File: config.mk
export PLATFORM = sky130hd
export DESIGN_NAME = i8243_host_flat
export DESIGN_NICKNAME = d
export VERILOG_FILES = /design/src/rtl/i8243_host_if.sv /design/src/rtl/i8243_host.sv /design/src/flat_wrapper.sv
export SDC_FILE = /design/constraint.sdc
export NUM_CORES = 1
export LEC_CHECK = 0
export ABC_AREA = 0
export BUFFER_PORTS_ARGS = -buffer_cell sky130_fd_sc_hd__clkbuf_2
export CAP_MARGIN = 20
export CORE_MARGIN = 1.5
export CORE_UTILIZATION = 60
export CTS_BUF_LIST = sky130_fd_sc_hd__clkbuf_4 sky130_fd_sc_hd__clkbuf_8
export DETAILED_ROUTE_END_ITERATION = 8
export PLACE_DENSITY = 0.86
export SETUP_SLACK_MARGIN = 0.5
export SYNTH_ARGS = -nofsm -noshare
export SYNTH_HDL_FRONTEND = slang
export SYNTH_SLANG_ARGS = --single-unit
File: constraint.sdc
create_clock -name clk -period 3 [get_ports clk]
set_clock_uncertainty 0.1 [all_clocks]
set_input_delay 0 -clock clk [delete_from_list [all_inputs] [get_ports clk]]
set_output_delay 0 -clock clk [all_outputs]
set_load 0.05 [all_outputs]
File: src/rtl/i8243_host_if.sv
// rtl/i8243_host_if.sv - request/response and P2/PROG bus bundle for the 8243 host
interface i8243_host_if;
    logic       req_valid;
    logic       req_ready;
    logic [1:0] req_op;
    logic [1:0] req_port;
    logic [3:0] req_data;
    logic       rsp_valid;
    logic [3:0] rsp_data;
    logic       prog_n;
    logic [3:0] p2_out;
    logic       p2_oe;
    logic [3:0] p2_in;

    modport master (
        output req_valid, req_op, req_port, req_data, p2_in,
        input  req_ready, rsp_valid, rsp_data, prog_n, p2_out, p2_oe
    );

    modport slave (
        input  req_valid, req_op, req_port, req_data, p2_in,
        output req_ready, rsp_valid, rsp_data, prog_n, p2_out, p2_oe
    );
endinterface

File: src/rtl/i8243_host.sv
// rtl/i8243_host.sv - 8243 port-expander host initiator (PROG strobe, P2 nibble bus)
module i8243_host #(
    parameter int ADDR_CYC = 2,
    parameter int LOW_CYC  = 4,
    parameter int HOLD_CYC = 1,
    parameter int REC_CYC  = 2
) (
    input  logic          clk,
    input  logic          rst,
    i8243_host_if.slave   bus
);
    localparam logic [1:0] OP_READ = 2'b00;

    typedef enum logic [2:0] {
        S_IDLE,
        S_ADDR,
        S_STROBE,
        S_HOLD,
        S_RECOV
    } state_t;

    state_t     r_state, w_next_state;
    logic [3:0] r_cnt, w_next_cnt;
    logic [1:0] r_op, r_port, w_op, w_port;
    logic [3:0] r_data, w_data;
    logic       r_prog_n, w_prog_n;
    logic       r_p2_oe, w_p2_oe;
    logic [3:0] r_p2_out, w_p2_out;
    logic       r_rsp_valid, w_rsp_valid;
    logic [3:0] r_rsp_data, w_rsp_data;
    logic [3:0] r_sync1, r_sync2;
    logic       w_accept, w_capture;

    // Bus outputs are computed from the state being entered so every pin comes straight off a flop.
    always_comb begin
        w_accept     = bus.req_valid && (r_state == S_IDLE);
        w_op         = w_accept ? bus.req_op   : r_op;
        w_port       = w_accept ? bus.req_port : r_port;
        w_data       = w_accept ? bus.req_data : r_data;
        w_capture    = (r_state == S_STROBE) && (r_cnt == 4'd0);
        w_next_state = r_state;
        w_next_cnt   = (r_cnt != 4'd0) ? r_cnt - 4'd1 : 4'd0;

        case (r_state)
            S_IDLE: begin
                w_next_cnt = 4'd0;
                if (w_accept) begin
                    w_next_state = S_ADDR;
                    w_next_cnt   = 4'(ADDR_CYC - 1);
                end
            end
            S_ADDR: if (r_cnt == 4'd0) begin
                w_next_state = S_STROBE;
                w_next_cnt   = 4'(LOW_CYC - 1);
            end
            S_STROBE: if (r_cnt == 4'd0) begin
                w_next_state = S_HOLD;
                w_next_cnt   = 4'(HOLD_CYC - 1);
            end
            S_HOLD: if (r_cnt == 4'd0) begin
                w_next_state = S_RECOV;
                w_next_cnt   = 4'(REC_CYC - 1);
            end
            S_RECOV: if (r_cnt == 4'd0) begin
                w_next_state = S_IDLE;
                w_next_cnt   = 4'd0;
            end
            default: begin
                w_next_state = S_IDLE;
                w_next_cnt   = 4'd0;
            end
        endcase

        w_prog_n = 1'b1;
        w_p2_oe  = 1'b0;
        w_p2_out = 4'd0;
        case (w_next_state)
            S_ADDR: begin
                w_p2_oe  = 1'b1;
                w_p2_out = {w_op, w_port};
            end
            S_STROBE: begin
                w_prog_n = 1'b0;
                w_p2_oe  = (w_op != OP_READ);
                w_p2_out = (w_op != OP_READ) ? w_data : 4'd0;
            end
            S_HOLD: begin
                w_p2_oe  = (w_op != OP_READ);
                w_p2_out = (w_op != OP_READ) ? w_data : 4'd0;
            end
            default: ;
        endcase

        w_rsp_valid = w_capture && (r_op == OP_READ);
        w_rsp_data  = w_rsp_valid ? r_sync2 : r_rsp_data;
    end

    always_ff @(posedge clk or posedge rst) begin
        if (rst) begin
            r_state     <= S_IDLE;
            r_cnt       <= 4'd0;
            r_op        <= 2'd0;
            r_port      <= 2'd0;
            r_data      <= 4'd0;
            r_prog_n    <= 1'b1;
            r_p2_oe     <= 1'b0;
            r_p2_out    <= 4'd0;
            r_rsp_valid <= 1'b0;
            r_rsp_data  <= 4'd0;
            r_sync1     <= 4'd0;
            r_sync2     <= 4'd0;
        end else begin
            r_state     <= w_next_state;
            r_cnt       <= w_next_cnt;
            r_op        <= w_op;
            r_port      <= w_port;
            r_data      <= w_data;
            r_prog_n    <= w_prog_n;
            r_p2_oe     <= w_p2_oe;
            r_p2_out    <= w_p2_out;
            r_rsp_valid <= w_rsp_valid;
            r_rsp_data  <= w_rsp_data;
            r_sync1     <= bus.p2_in;
            r_sync2     <= r_sync1;
        end
    end

    assign bus.req_ready = (r_state == S_IDLE);
    assign bus.rsp_valid = r_rsp_valid;
    assign bus.rsp_data  = r_rsp_data;
    assign bus.prog_n    = r_prog_n;
    assign bus.p2_out    = r_p2_out;
    assign bus.p2_oe     = r_p2_oe;
endmodule
File: src/flat_wrapper.sv
// flat-port wrapper written by rule: the top's interface ports become plain ports
module i8243_host_flat 
#(
    parameter int ADDR_CYC = 2,
    parameter int LOW_CYC  = 4,
    parameter int HOLD_CYC = 1,
    parameter int REC_CYC  = 2
)
  (clk, rst, bus_req_valid, bus_req_op, bus_req_port, bus_req_data, bus_p2_in, bus_req_ready, bus_rsp_valid, bus_rsp_data, bus_prog_n, bus_p2_out, bus_p2_oe);
  i8243_host_if bus_i ();
  input  logic clk;
  input  logic rst;
  input wire logic [$bits(bus_i.req_valid)-1:0] bus_req_valid;
  input wire logic [$bits(bus_i.req_op)-1:0] bus_req_op;
  input wire logic [$bits(bus_i.req_port)-1:0] bus_req_port;
  input wire logic [$bits(bus_i.req_data)-1:0] bus_req_data;
  input wire logic [$bits(bus_i.p2_in)-1:0] bus_p2_in;
  output wire logic [$bits(bus_i.req_ready)-1:0] bus_req_ready;
  output wire logic [$bits(bus_i.rsp_valid)-1:0] bus_rsp_valid;
  output wire logic [$bits(bus_i.rsp_data)-1:0] bus_rsp_data;
  output wire logic [$bits(bus_i.prog_n)-1:0] bus_prog_n;
  output wire logic [$bits(bus_i.p2_out)-1:0] bus_p2_out;
  output wire logic [$bits(bus_i.p2_oe)-1:0] bus_p2_oe;
  assign bus_i.req_valid = bus_req_valid;
  assign bus_i.req_op = bus_req_op;
  assign bus_i.req_port = bus_req_port;
  assign bus_i.req_data = bus_req_data;
  assign bus_i.p2_in = bus_p2_in;
  assign bus_req_ready = bus_i.req_ready;
  assign bus_rsp_valid = bus_i.rsp_valid;
  assign bus_rsp_data = bus_i.rsp_data;
  assign bus_prog_n = bus_i.prog_n;
  assign bus_p2_out = bus_i.p2_out;
  assign bus_p2_oe = bus_i.p2_oe;
  i8243_host #(.ADDR_CYC(ADDR_CYC), .LOW_CYC(LOW_CYC), .HOLD_CYC(HOLD_CYC), .REC_CYC(REC_CYC)) u_core (.clk(clk), .rst(rst), .bus(bus_i));
endmodule
==> impl_metrics.env <==
export IMPL_grt_pass1_wl_um=4710
export IMPL_nNetsFinal=176
export IMPL_critPathCaptureType="flip-flop"
export IMPL_core_area_um2=2170
export IMPL_hold_viol=0
export IMPL_yosys_warnings=0
export IMPL_use_met1=0.283
export IMPL_max_vdd_ir_drop_v=0.000717
export IMPL_dieHeight_um=50.6
export IMPL_min_delay_start="bus_p2_in[3]"
export IMPL_clk_pin_slew_ns=0.09
export IMPL_leakagePower_nw=0.844
export IMPL_crit_required_ns=3.12
export IMPL_post_cts_setup_buffers=0
export IMPL_reg2reg_depth=3
export IMPL_cts_resized=0
export IMPL_busiest_layer="met2"
export IMPL_syn_area_per_cell_um2=11.5
export IMPL_cts_sinks=34
export IMPL_max_slew_margin=0.478
export IMPL_wl_um=2950
export IMPL_drt_iter0_markers=34
export IMPL_synth_cell_type_count=31
export IMPL_grt_use_met3=0.0923
export IMPL_hold_buffers=14
export IMPL_gp_congestion=0.864
export IMPL_viasPerCell=5.45
export IMPL_dr_total_vias=1030
export IMPL_ant_nets=0
export IMPL_port_buffers=26
export IMPL_placementRows=17
export IMPL_diodes=0
export IMPL_dieArea_um2=2560
export IMPL_stdcell_area_um2=1720
export IMPL_holdPathEnd="u_core.r_sync1[3]$_DFF_PP0_"
export IMPL_ys_top_cells_by_area="dfrtp_1 61%, nand2_1 4.4%, mux2_2 3.3%, o22ai_1 2.3%, mux2i_1 2.2%"
export IMPL_hold_class="primary input to flip-flop"
export IMPL_antenna_found_initial=0
export IMPL_cts_tree="yes"
export IMPL_dp_hpwl_um=1840
export IMPL_status="finished, final reports clean"
export IMPL_cpPeakStageDelay_ns=0.60
export IMPL_reg2reg_slack_ns=0.97
export IMPL_worst_r2r_endpoint="u_core.bus.rsp_data[2]$_DFFE_PP0P_"
export IMPL_synth_area_um2=1360
export IMPL_cp_arrival_ns=2.16
export IMPL_fmax_mhz=492
export IMPL_numCtsBuffers=5
export IMPL_grt_met2_usage=0.471
export IMPL_ios=27
export IMPL_crit_type="flip-flop to flip-flop"
export IMPL_grt_overflow=0
export IMPL_cap_viol_max_count=0
export IMPL_synth_edf_count=0
export IMPL_die_w_um=50.6
export IMPL_drive_above_1_share=0.292
export IMPL_finalCriticalPeriod_ns=2.03
export IMPL_area_growth_pct=26.1
export IMPL_worst_pin_slew_ns=0.782
export IMPL_drt_pre_antenna_iters=4
export IMPL_slew_violations=0
export IMPL_crit_chain="or4_4 > nor4_4 > mux2_2"
export IMPL_setup_tns_final_ns=0
export IMPL_synth_flop_cell="dfrtp_1"
export IMPL_r2r_start="u_core.r_cnt[0]$_DFF_PP0_"
export IMPL_drcViolationCount=0
export IMPL_path_buf_inv=0
export IMPL_h_tree_depth=2
export IMPL_cpLargestDelayFamily="simple AND/OR/NAND/NOR gates"
export IMPL_syn_nets=133
export IMPL_wire_per_inst_um=15.6
export IMPL_startpoint="u_core.r_cnt[0]$_DFF_PP0_"
export IMPL_cp_max_fo=7
export IMPL_rsz0062_at_grt="no"
export IMPL_ys_async_sr_fraction=1.00
export IMPL_placed_area_um2=1520
export IMPL_yosys_area_top_type="dfrtp_1"
export IMPL_hold_depth=2
export IMPL_min_period_over_period=0.678
export IMPL_start_util=0.627
export IMPL_grt_max_degree=23
export IMPL_grt_pass1_vias=1111
export IMPL_yosysSeqAreaShare=0.626
export IMPL_powerDensity_nw_per_um2=1080
export IMPL_synth_seq_cells=34
export IMPL_critical_path_slowest_cell="or4_4"
export IMPL_cts_root_buf="clkbuf_4"
export IMPL_synth_top_area_frac=0.607
export IMPL_ctsLongestPathBuffers=2
export IMPL_start_kind="flip-flop"
export IMPL_setup_violations=0
export IMPL_clk_latency_ns=0.34
export IMPL_grt_usage=0.265
export IMPL_syn_inst=118
[synthesized netlist by cell type (3+ instances only)]
library cell  instances
clkbuf_1              3
nand2_1              16
nor2_1                6
o21a_1                3
a31oi_1               4
mux2i_1               3
dfrtp_1              33
o21ai_0               4
and3_1                4
inv_1                 7
o22ai_1               5
mux2_2                4
[kinds of logic after synthesis]
group / Yosys count / share of synthesized area
simple gates: 39 / 0.153
flops: 34 / 0.626
compound gates: 23 / 0.112
buf+inv: 13 / 0.0405
mux: 7 / 0.0552
xor+xnor: 2 / 0.0129
[cell type report]
class	count	area [um2]
repair buffers	42	285
flip-flops and latches	34	852
clock inverters	1	7.51
fillers	132	454
inverters	7	26.3
multi-input cells	71	464
well taps	28	35.0
clock buffers	6	45.0
[per-layer routing]
metal  vias to the layer above  routed length [um]
met3                         6                 148
met5                         -                   0
li1                        492                   -
met4                         0                  59
met1                       501                1130
met2                        31                1610
[where the power goes]
group | internal (mW) | total (mW) | switching (mW)
Combinational | 0.285 | 0.866 | 0.581
Clock | 0.0963 | 0.239 | 0.143
Sequential | 0.617 | 0.749 | 0.132
[worst max-delay path by stage]
stage                                              end  slack, ns  depth (start not counted)
floorplan               u_core.bus.p2_out[2]$_DFF_PP0_       0.88                          6
global placement    u_core.bus.rsp_data[2]$_DFFE_PP0P_       1.02                          3
detailed placement  u_core.bus.rsp_data[3]$_DFFE_PP0P_       0.97                          3
CTS                 u_core.bus.rsp_data[2]$_DFFE_PP0P_       0.96                          3
global route        u_core.bus.rsp_data[2]$_DFFE_PP0P_       0.89                          3
finish              u_core.bus.rsp_data[2]$_DFFE_PP0P_       0.97                          3
[cells in the final DEF, fill, tap and decap left out, types with 3 or more instances in the layout]
master	count
dfrtp_1	33
clkbuf_2	26
nand2_1	16
dlygate4sd3_1	14
inv_1	7
nor2_1	6
clkbuf_4	6
o22ai_1	5
mux2_2	4
o21ai_0	4
and3_1	4
a31oi_1	4
mux2i_1	3
o21a_1	3
[worst register-to-register path: cells and delay by family, from the launching register on]
| family | cells | cell delay [ns] |
|---|---|---|
| DFF | 1 | 0.45 |
| muxes | 1 | 0.38 |
| and+or+nand+nor | 2 | 1.00 |
[state kept, by name (all words and copies together) (netlist names)]
name                  count
u_core.r_cnt              4
u_core.r_op               2
u_core.bus.rsp_data       4
u_core.bus.rsp_valid      1
u_core.bus.p2_oe          1
u_core.r_sync2            4
u_core.r_state            3
u_core.r_sync1            4
u_core.bus.prog_n         1
u_core.r_port             2
u_core.r_data             4
u_core.bus.p2_out         4
[metrics by stage]
step | hold slack (ns) | util | cells | setup slack, ns | total power [mW]
2_1_floorplan | -0.0686 | - | 118 | 0.880 | 1.40
3_3_place_gp | 0.00784 | 0.702 | 168 | 1.02 | 1.55
3_5_place_dp | 0.00964 | 0.702 | 168 | 0.973 | 1.59
4_1_cts | 0.195 | 0.791 | 189 | 0.960 | 1.85
5_1_grt | 0.207 | 0.791 | 189 | 0.894 | 1.96
6_report | 0.203 | 0.791 | 189 | 0.966 | 1.85
Note: power is estimated with default switching activity, not from simulation.
